File: src/rtl/riscv_proc_wb_arbiter_rr_pkg.sv
// rtl/riscv_proc_wb_arbiter_rr_pkg.sv - sel encoding and width helper shared by the arbiter and writeback mux
package riscv_proc_wb_arbiter_rr_pkg;

  localparam int SEL_DMEM      = 0;
  localparam int SEL_CH_OFFSET = 1;

  function automatic int clog2(input int v);
    int r;
    r = 0;
    for (int i = 0; i < 31; i++) begin
      if ((1 << i) < v) r = i + 1;
    end
    return r;
  endfunction

endpackage

File: src/rtl/riscv_rr_prio_pick.sv
// rtl/riscv_rr_prio_pick.sv - one-hot priority picker searching upward from a start index with wrap
module riscv_rr_prio_pick
  import riscv_proc_wb_arbiter_rr_pkg::*;
#(
  parameter  int N  = 3,
  localparam int PW = (N > 1) ? clog2(N) : 1
) (
  input  logic [N-1:0]  req,
  input  logic [PW-1:0] start,
  output logic [N-1:0]  gnt,
  output logic [PW-1:0] gnt_idx,
  output logic          any
);

  logic [PW:0]   sum;
  logic [PW-1:0] idx;

  always_comb begin
    gnt     = '0;
    gnt_idx = '0;
    any     = 1'b0;
    sum     = '0;
    idx     = '0;
    for (int k = 0; k < N; k++) begin
      sum = {1'b0, start} + (PW+1)'(k);
      if (sum >= (PW+1)'(N)) sum = sum - (PW+1)'(N);
      idx = sum[PW-1:0];
      if (!any && req[idx]) begin
        any      = 1'b1;
        gnt[idx] = 1'b1;
        gnt_idx  = idx;
      end
    end
  end

endmodule

File: src/rtl/riscv_proc_wb_arbiter_rr.sv
// rtl/riscv_proc_wb_arbiter_rr.sv - register-file write port arbiter: dmem first, then urgent, then fixed/RR queues
module riscv_proc_wb_arbiter_rr
  import riscv_proc_wb_arbiter_rr_pkg::*;
#(
  parameter  int NCH          = 3,
  parameter  int RR_MODE      = 0,
  parameter  int STARVE_LIMIT = 7,
  localparam int SELW         = clog2(NCH + 1)
) (
  input  logic            clk,
  input  logic            reset_n,
  input  logic            dmem_resp_val,
  input  logic [NCH-1:0]  q_deq_val,
  output logic [NCH-1:0]  q_deq_rdy,
  output logic [SELW-1:0] sel,
  output logic            wb_val,
  output logic            urgent_grant
);

  localparam int PW = (NCH > 1) ? clog2(NCH) : 1;

  logic [PW-1:0]  rr_ptr_q, rr_ptr_d;
  logic           urgent_grant_q, urgent_grant_d;
  logic [NCH-1:0] urgent_vec;

  logic [NCH-1:0] urg_gnt, norm_gnt;
  logic [PW-1:0]  urg_idx, norm_idx, norm_start;
  logic           urg_any, norm_any;
  logic [PW-1:0]  gnt_idx;
  logic           gnt_any;

  assign norm_start = (RR_MODE != 0) ? rr_ptr_q : '0;

  riscv_rr_prio_pick #(.N(NCH)) u_pick_urg (
    .req     (urgent_vec),
    .start   ('0),
    .gnt     (urg_gnt),
    .gnt_idx (urg_idx),
    .any     (urg_any)
  );

  riscv_rr_prio_pick #(.N(NCH)) u_pick_norm (
    .req     (q_deq_val),
    .start   (norm_start),
    .gnt     (norm_gnt),
    .gnt_idx (norm_idx),
    .any     (norm_any)
  );

  // Outputs are forced idle while reset_n is low, independent of the clock.
  always_comb begin
    q_deq_rdy      = '0;
    sel            = SELW'(SEL_DMEM);
    wb_val         = 1'b0;
    rr_ptr_d       = rr_ptr_q;
    urgent_grant_d = 1'b0;
    gnt_idx        = '0;
    gnt_any        = 1'b0;
    if (reset_n) begin
      if (dmem_resp_val) begin
        wb_val = 1'b1;
      end else if (urg_any) begin
        q_deq_rdy      = urg_gnt;
        gnt_idx        = urg_idx;
        gnt_any        = 1'b1;
        urgent_grant_d = 1'b1;
      end else if (norm_any) begin
        q_deq_rdy = norm_gnt;
        gnt_idx   = norm_idx;
        gnt_any   = 1'b1;
      end
      if (gnt_any) begin
        wb_val = 1'b1;
        sel    = SELW'(gnt_idx) + SELW'(SEL_CH_OFFSET);
        if (RR_MODE != 0 && NCH > 1)
          rr_ptr_d = (gnt_idx == PW'(NCH - 1)) ? '0 : gnt_idx + PW'(1);
      end
    end
  end

  always_ff @(posedge clk or negedge reset_n) begin
    if (!reset_n) begin
      rr_ptr_q       <= '0;
      urgent_grant_q <= 1'b0;
    end else begin
      rr_ptr_q       <= rr_ptr_d;
      urgent_grant_q <= urgent_grant_d;
    end
  end

  assign urgent_grant = urgent_grant_q;

  if (STARVE_LIMIT > 0) begin : g_age
    localparam int AW = clog2(STARVE_LIMIT + 1);
    logic [AW-1:0] age_q [NCH];
    logic [AW-1:0] age_d [NCH];

    always_comb begin
      urgent_vec = '0;
      for (int i = 0; i < NCH; i++)
        urgent_vec[i] = q_deq_val[i] && (age_q[i] == AW'(STARVE_LIMIT));
    end

    // Blocked-and-valid ages up (saturating); anything else restarts the count.
    always_comb begin
      for (int i = 0; i < NCH; i++) begin
        age_d[i] = '0;
        if (q_deq_val[i] && !q_deq_rdy[i])
          age_d[i] = (age_q[i] == AW'(STARVE_LIMIT)) ? age_q[i] : age_q[i] + AW'(1);
      end
    end

    always_ff @(posedge clk or negedge reset_n) begin
      if (!reset_n) begin
        for (int i = 0; i < NCH; i++) age_q[i] <= '0;
      end else begin
        for (int i = 0; i < NCH; i++) age_q[i] <= age_d[i];
      end
    end
  end else begin : g_no_age
    assign urgent_vec = '0;
  end

endmodule
File: config.mk
export PLATFORM = sky130hd
export DESIGN_NAME = riscv_proc_wb_arbiter_rr
export DESIGN_NICKNAME = d
export VERILOG_FILES = /design/src/rtl/riscv_proc_wb_arbiter_rr_pkg.sv /design/src/rtl/riscv_rr_prio_pick.sv /design/src/rtl/riscv_proc_wb_arbiter_rr.sv
export SDC_FILE = /design/constraint.sdc
export NUM_CORES = 1
export LEC_CHECK = 0
export ABC_AREA = 0
export BUFFER_PORTS_ARGS = -buffer_cell sky130_fd_sc_hd__buf_2
export CAP_MARGIN = 0
export CORE_AREA = 2 2 39 41
export CTS_CLUSTER_DIAMETER = 50
export DETAILED_ROUTE_END_ITERATION = 8
export DIE_AREA = 0 0 41 43
export GPL_TIMING_DRIVEN = 1
export PLACE_DENSITY = 0.75
export SYNTH_ARGS = -nofsm -noshare
export SYNTH_HDL_FRONTEND = slang
export SYNTH_SLANG_ARGS = --single-unit
File: constraint.sdc
create_clock -name clk -period 3.25 [get_ports clk]
set_input_delay 0.4875 -clock clk [delete_from_list [all_inputs] [get_ports clk]]
set_output_delay 0.4875 -clock clk [all_outputs]
set_load 0.01 [all_outputs]
* Word level (Yosys, flattened, before mapping)
Index checks and enable logic that the tools add are counted.
** Operators by class
- Reductions and logical operators :: 17
- $add $sub $neg :: 4
- Equal/unequal tests :: 6
- Multiplexer cells :: 42
** Operators by type and width (number)
- $mux W3 :: 12
- $mux W1 :: 20
- $mux W2 :: 10
- $logic_and A1 B1 Y1 :: 10
- $add A3 B1 Y3 const B :: 3
- $eq A3 B3 Y1 const B :: 3
- $logic_not A1 Y1 :: 7
- $ne A2 B2 Y1 const B :: 3
- $add A2 B1 Y2 const B :: 1
** Storage, ports and cells
- Output and inout port bits :: 7
- Logic and storage cells :: 73
- Register bits after elaboration :: 10
- Input bits :: 6

* Logic depth before layout (Yosys ltp)
- Depth in word-level cells :: 15
- Depth in mapped cells :: 6
- Gate-level depth less buffers :: 5

* By module
A second synthesis with hierarchy kept.
** Second synthesis, totals
- Cells, all modules :: 161
- Area, all modules :: 1371.3 µm²
** By module, submodules not included
- riscv_proc_wb_arbiter_rr :: cells each 67, sequential area each 250.2 µm², area each 742.0 µm², times used 1
- riscv_rr_prio_pick at u_pick_norm :: cells each 53, sequential area each 0.0 µm², area each 347.8 µm², times used 1
- riscv_rr_prio_pick at u_pick_urg :: cells each 41, sequential area each 0.0 µm², area each 281.5 µm², times used 1

* Worst setup path after synthesis
Ideal clock, no wire load.
- Path kind :: register to output
- From :: register g_age.age_q[3] (netlist bit)
- To :: output q_deq_rdy[0]
- Cell stages (with the launch flop) :: 7
- Arrival :: 1.667 ns
- Data required time :: 2.762 ns
- Buffers on the path :: 1
- Setup slack :: 1.096 ns
- Path through :: dfrtp_1 ha_1 ha_1 buf_6 a222oi_1 or2_1 and3_1
** Between the ends
- Longest elaborated chain between the ends :: 10
** Ends and longest elaborated chain
- from (decl) :: RTL line riscv_proc_wb_arbiter_rr.sv:95 : logic [AW-1:0] age_q [NCH];
- $eq A3 B3 Y1 (*) :: RTL line riscv_proc_wb_arbiter_rr.sv:101 : urgent_vec[i] = q_deq_val[i] && (age_q[i] == AW'(STARVE_LIMIT));
- $logic_and A1 B1 Y1 (*) :: RTL line riscv_proc_wb_arbiter_rr.sv:101
- $logic_and A1 B1 Y1 (*) :: RTL line riscv_rr_prio_pick.sv:28 : if (!any && req[idx]) begin
- $mux W1 (*) :: RTL line riscv_rr_prio_pick.sv:28
- $logic_not A1 Y1 :: RTL line riscv_rr_prio_pick.sv:28
- $logic_and A1 B1 Y1 :: RTL line riscv_rr_prio_pick.sv:28
- $mux W1 (*) :: RTL line riscv_rr_prio_pick.sv:28
- $mux W3 (*) :: RTL line riscv_proc_wb_arbiter_rr.sv:62 : end else if (urg_any) begin
- $mux W3 (*) :: RTL line riscv_proc_wb_arbiter_rr.sv:60 : if (dmem_resp_val) begin
- $mux W3 (*) :: RTL line riscv_proc_wb_arbiter_rr.sv:59 : if (reset_n) begin
- to (decl) :: RTL line riscv_proc_wb_arbiter_rr.sv:14 : output logic [NCH-1:0] q_deq_rdy,
Every way passes the cells marked *; elsewhere a longest branch is shown, timed or not.

* Worst setup path in the final report
Same ends and word-level chain as after synthesis.

==> impl_metrics.toml <==
[outcome]
outcome = "finished, final reports clean"

[power_and_ir_drop]
p_leak_nw = 0.385
power_per_cell_area_nw_per_um2 = 387
worst_ir_drop_vdd_mv = 0.276

[clock_tree]
cts_buffer_depth = 2
cts_tree = "yes"
cts-resized-gates = 0
holdBufCountCts = 0
cts_buffers = 3
path_clk_slew_ns = 0.07
cts_setup_buffers = 0
htree_levels = 1
cts.sinks = 10
worstSkewPairLatency_ns = 0.26
cts_root_buffer = "clkbuf_4"

[critical_path]
slowest_delay_ns = 0.59
reg2reg_to = "g_age.age_q[8]$_DFFE_PN0P_"
reg2reg_from = "g_age.age_q[3]$_DFFE_PN0P_"
cp_data_arrival_time_ns = 2.20
cp_slowest_cell = "a222oi_1"
crit_chain = "ha_1 -> ha_1 -> a222oi_1 -> or2_1 -> and3_1 -> buf_2"
cp-end-kind = "primary output"
ff2ff_setup_slack_ns = 1.39
crit_path_frequent_cell = "ha_1"
critPathRequiredTime_ns = 2.76
r2r_cells = 5
start_kind = "flop"
setup.worst_path.class = "reg -> out"
cp_max_fo = 7

[layout]
final_cell_mix = "12 x buf_2, 10 x dfrtp_1, 6 x nor3_1, 6 x ha_1"
fin_nets = 92
drive_above_1_share_pct = 24.1
final_common_cell = "buf_2"
antennaDiodeCount = 0
syn_to_final_growth_pct = 13.1

[sta]
min_period_ns = 2.69
fin_skew_ns = 0.00104
setup_violations = 0
final.setup.worst_slack_ns = 0.564
tns_ns = 0
slew_violations = 0
fmax_mhz = 372
tightest_slew_ns = 0.574
hold_violations = 0
grt_setup_unrepaired = "no"
relSlewSlack_pct = 61.7
post-route-period-util_pct = 82.7

[grt]
grt_max_degree = 15
grt_pass1_wl_mm = 2.09
antenna_found_initial = 0
grt_pass1_vias = 490
overflow = 0
grtUsageTotal_pct = 18.4

[run]
cap_viol_max_count = 0

[drt]
antenna_left = 0
viasPerCell = 5.68
dr.pass1.iters = 4
wirelength_mm = 1.29
wl_per_cell_um = 13.6
vias = 540
drc = 0
drtIter0Drc = 13

[floorplan]
die_y_um = 43
rows = 14
pin_count = 13
die_area_um2 = 1760
die_w_um = 41
initial_core_util_pct = 49.6
core_um2 = 1380

[synth]
synth_cell_type_count = 28
synthCells = 67
syn_area_um2 = 687
yosys_warnings = 0
synthesis.nets = 79
ys_seq_area_share_pct = 36.4
syn-mean-instance-area_um2 = 10.3
synth-seq-cells = 10

[placed_design]
place_ws_ns = 0.884
gp_congestion = 0.718
dpl.hpwl_mm = 1.04
portBuffers = 12

[worst_hold_path]
hp-class = "in -> async"
area by class of cell:
cell class | instances | area (um2)
flip-flops and latches | 10 | 250
repair buffers | 12 | 60.1
inverters | 5 | 18.8
multi-input cells | 48 | 392
clock buffers | 4 | 36.3
well taps | 16 | 20.0
fillers | 127 | 607
power by group:
part | internal, W | switching [W] | total [W]
Combinational | 0.0000218 | 0.0000274 | 0.0000492
Clock | 0.0000680 | 0.0000439 | 0.000112
Sequential | 0.000133 | 0.00000644 | 0.000140
registers in the layout, indices dropped and copies added, names as in the netlist:
name / flops
g_age.age_q: 9
urgent_grant: 1
cell families after synthesis:
family,after synthesis,synth area share (%)
mux,5,7.29
flops,10,36.4
compound gates,12,17.9
xor+xnor,2,2.55
fa+ha+maj,6,10.9
buf+inv,9,6.56
simple gates,23,18.4
layer usage:
metal | GRT usage, % | share of wire, % | up-vias
met5 | 0 | 0 | -
met4 | 10.0 | 2.6 | 0
met3 | 4.71 | 6.0 | 4
met2 | 28.4 | 48 | 15
met1 | 22.1 | 44 | 249
li1 | - | - | 272
worst max-delay path: cells and delay by family, from the launching register on:
kind	cells	cell delay (ns)
compound gates	1	0.59
fa+ha+maj	2	0.48
buf+inv	1	0.12
flops	1	0.39
simple gates	2	0.35
synthesized netlist by cell type:
master,instances,area (um2)
mux2i_1,5,50.1
inv_1,5,18.8
nand2_1,2,7.51
and3b_1,1,8.76
nor2_1,2,7.51
a222oi_1,1,10.0
nor2b_1,1,6.26
ha_1,6,75.1
nor3_1,6,30.0
a221oi_1,1,8.76
o21a_1,1,7.51
a2111oi_4,1,27.5
and2_1,1,6.26
xor2_1,2,17.5
nand3_1,2,10.0
a211o_1,2,17.5
and3_1,1,6.26
dfrtp_1,10,250
o32ai_1,1,8.76
buf_2,3,15.0
a221oi_2,1,15.0
a21oi_1,2,10.0
or3_1,1,6.26
or2_1,1,6.26
buf_6,1,11.3
o21ba_2,1,10.0
nand2b_1,5,31.3
a211oi_1,1,7.51
how the worst max path moves through the flow:
stage	startpoint	end	slack, ns
detailed placement	g_age.age_q[3]$_DFFE_PN0P_	q_deq_rdy[0]	0.88
global route	g_age.age_q[3]$_DFFE_PN0P_	q_deq_rdy[0]	0.41
finish	g_age.age_q[3]$_DFFE_PN0P_	q_deq_rdy[0]	0.56
global placement	g_age.age_q[3]$_DFFE_PN0P_	q_deq_rdy[0]	0.95
floorplan	g_age.age_q[3]$_DFFE_PN0P_	q_deq_rdy[0]	1.10
CTS	g_age.age_q[3]$_DFFE_PN0P_	q_deq_rdy[0]	0.59
per-stage QoR:
step                      std cells  area [um2]  utilization, %  power [W]  hold slack [ns]
after floorplan                  67         687               -   0.000173            0.192
after global placement           91         741            53.5   0.000188            0.381
after detailed placement         91         741            53.5   0.000192            0.384
after CTS                        95         777            56.1   0.000304            0.101
after global routing             95         777            56.1   0.000316           0.0997
final                            95         777            56.1   0.000301           0.0949
Note: power is estimated with default switching activity, not from simulation.
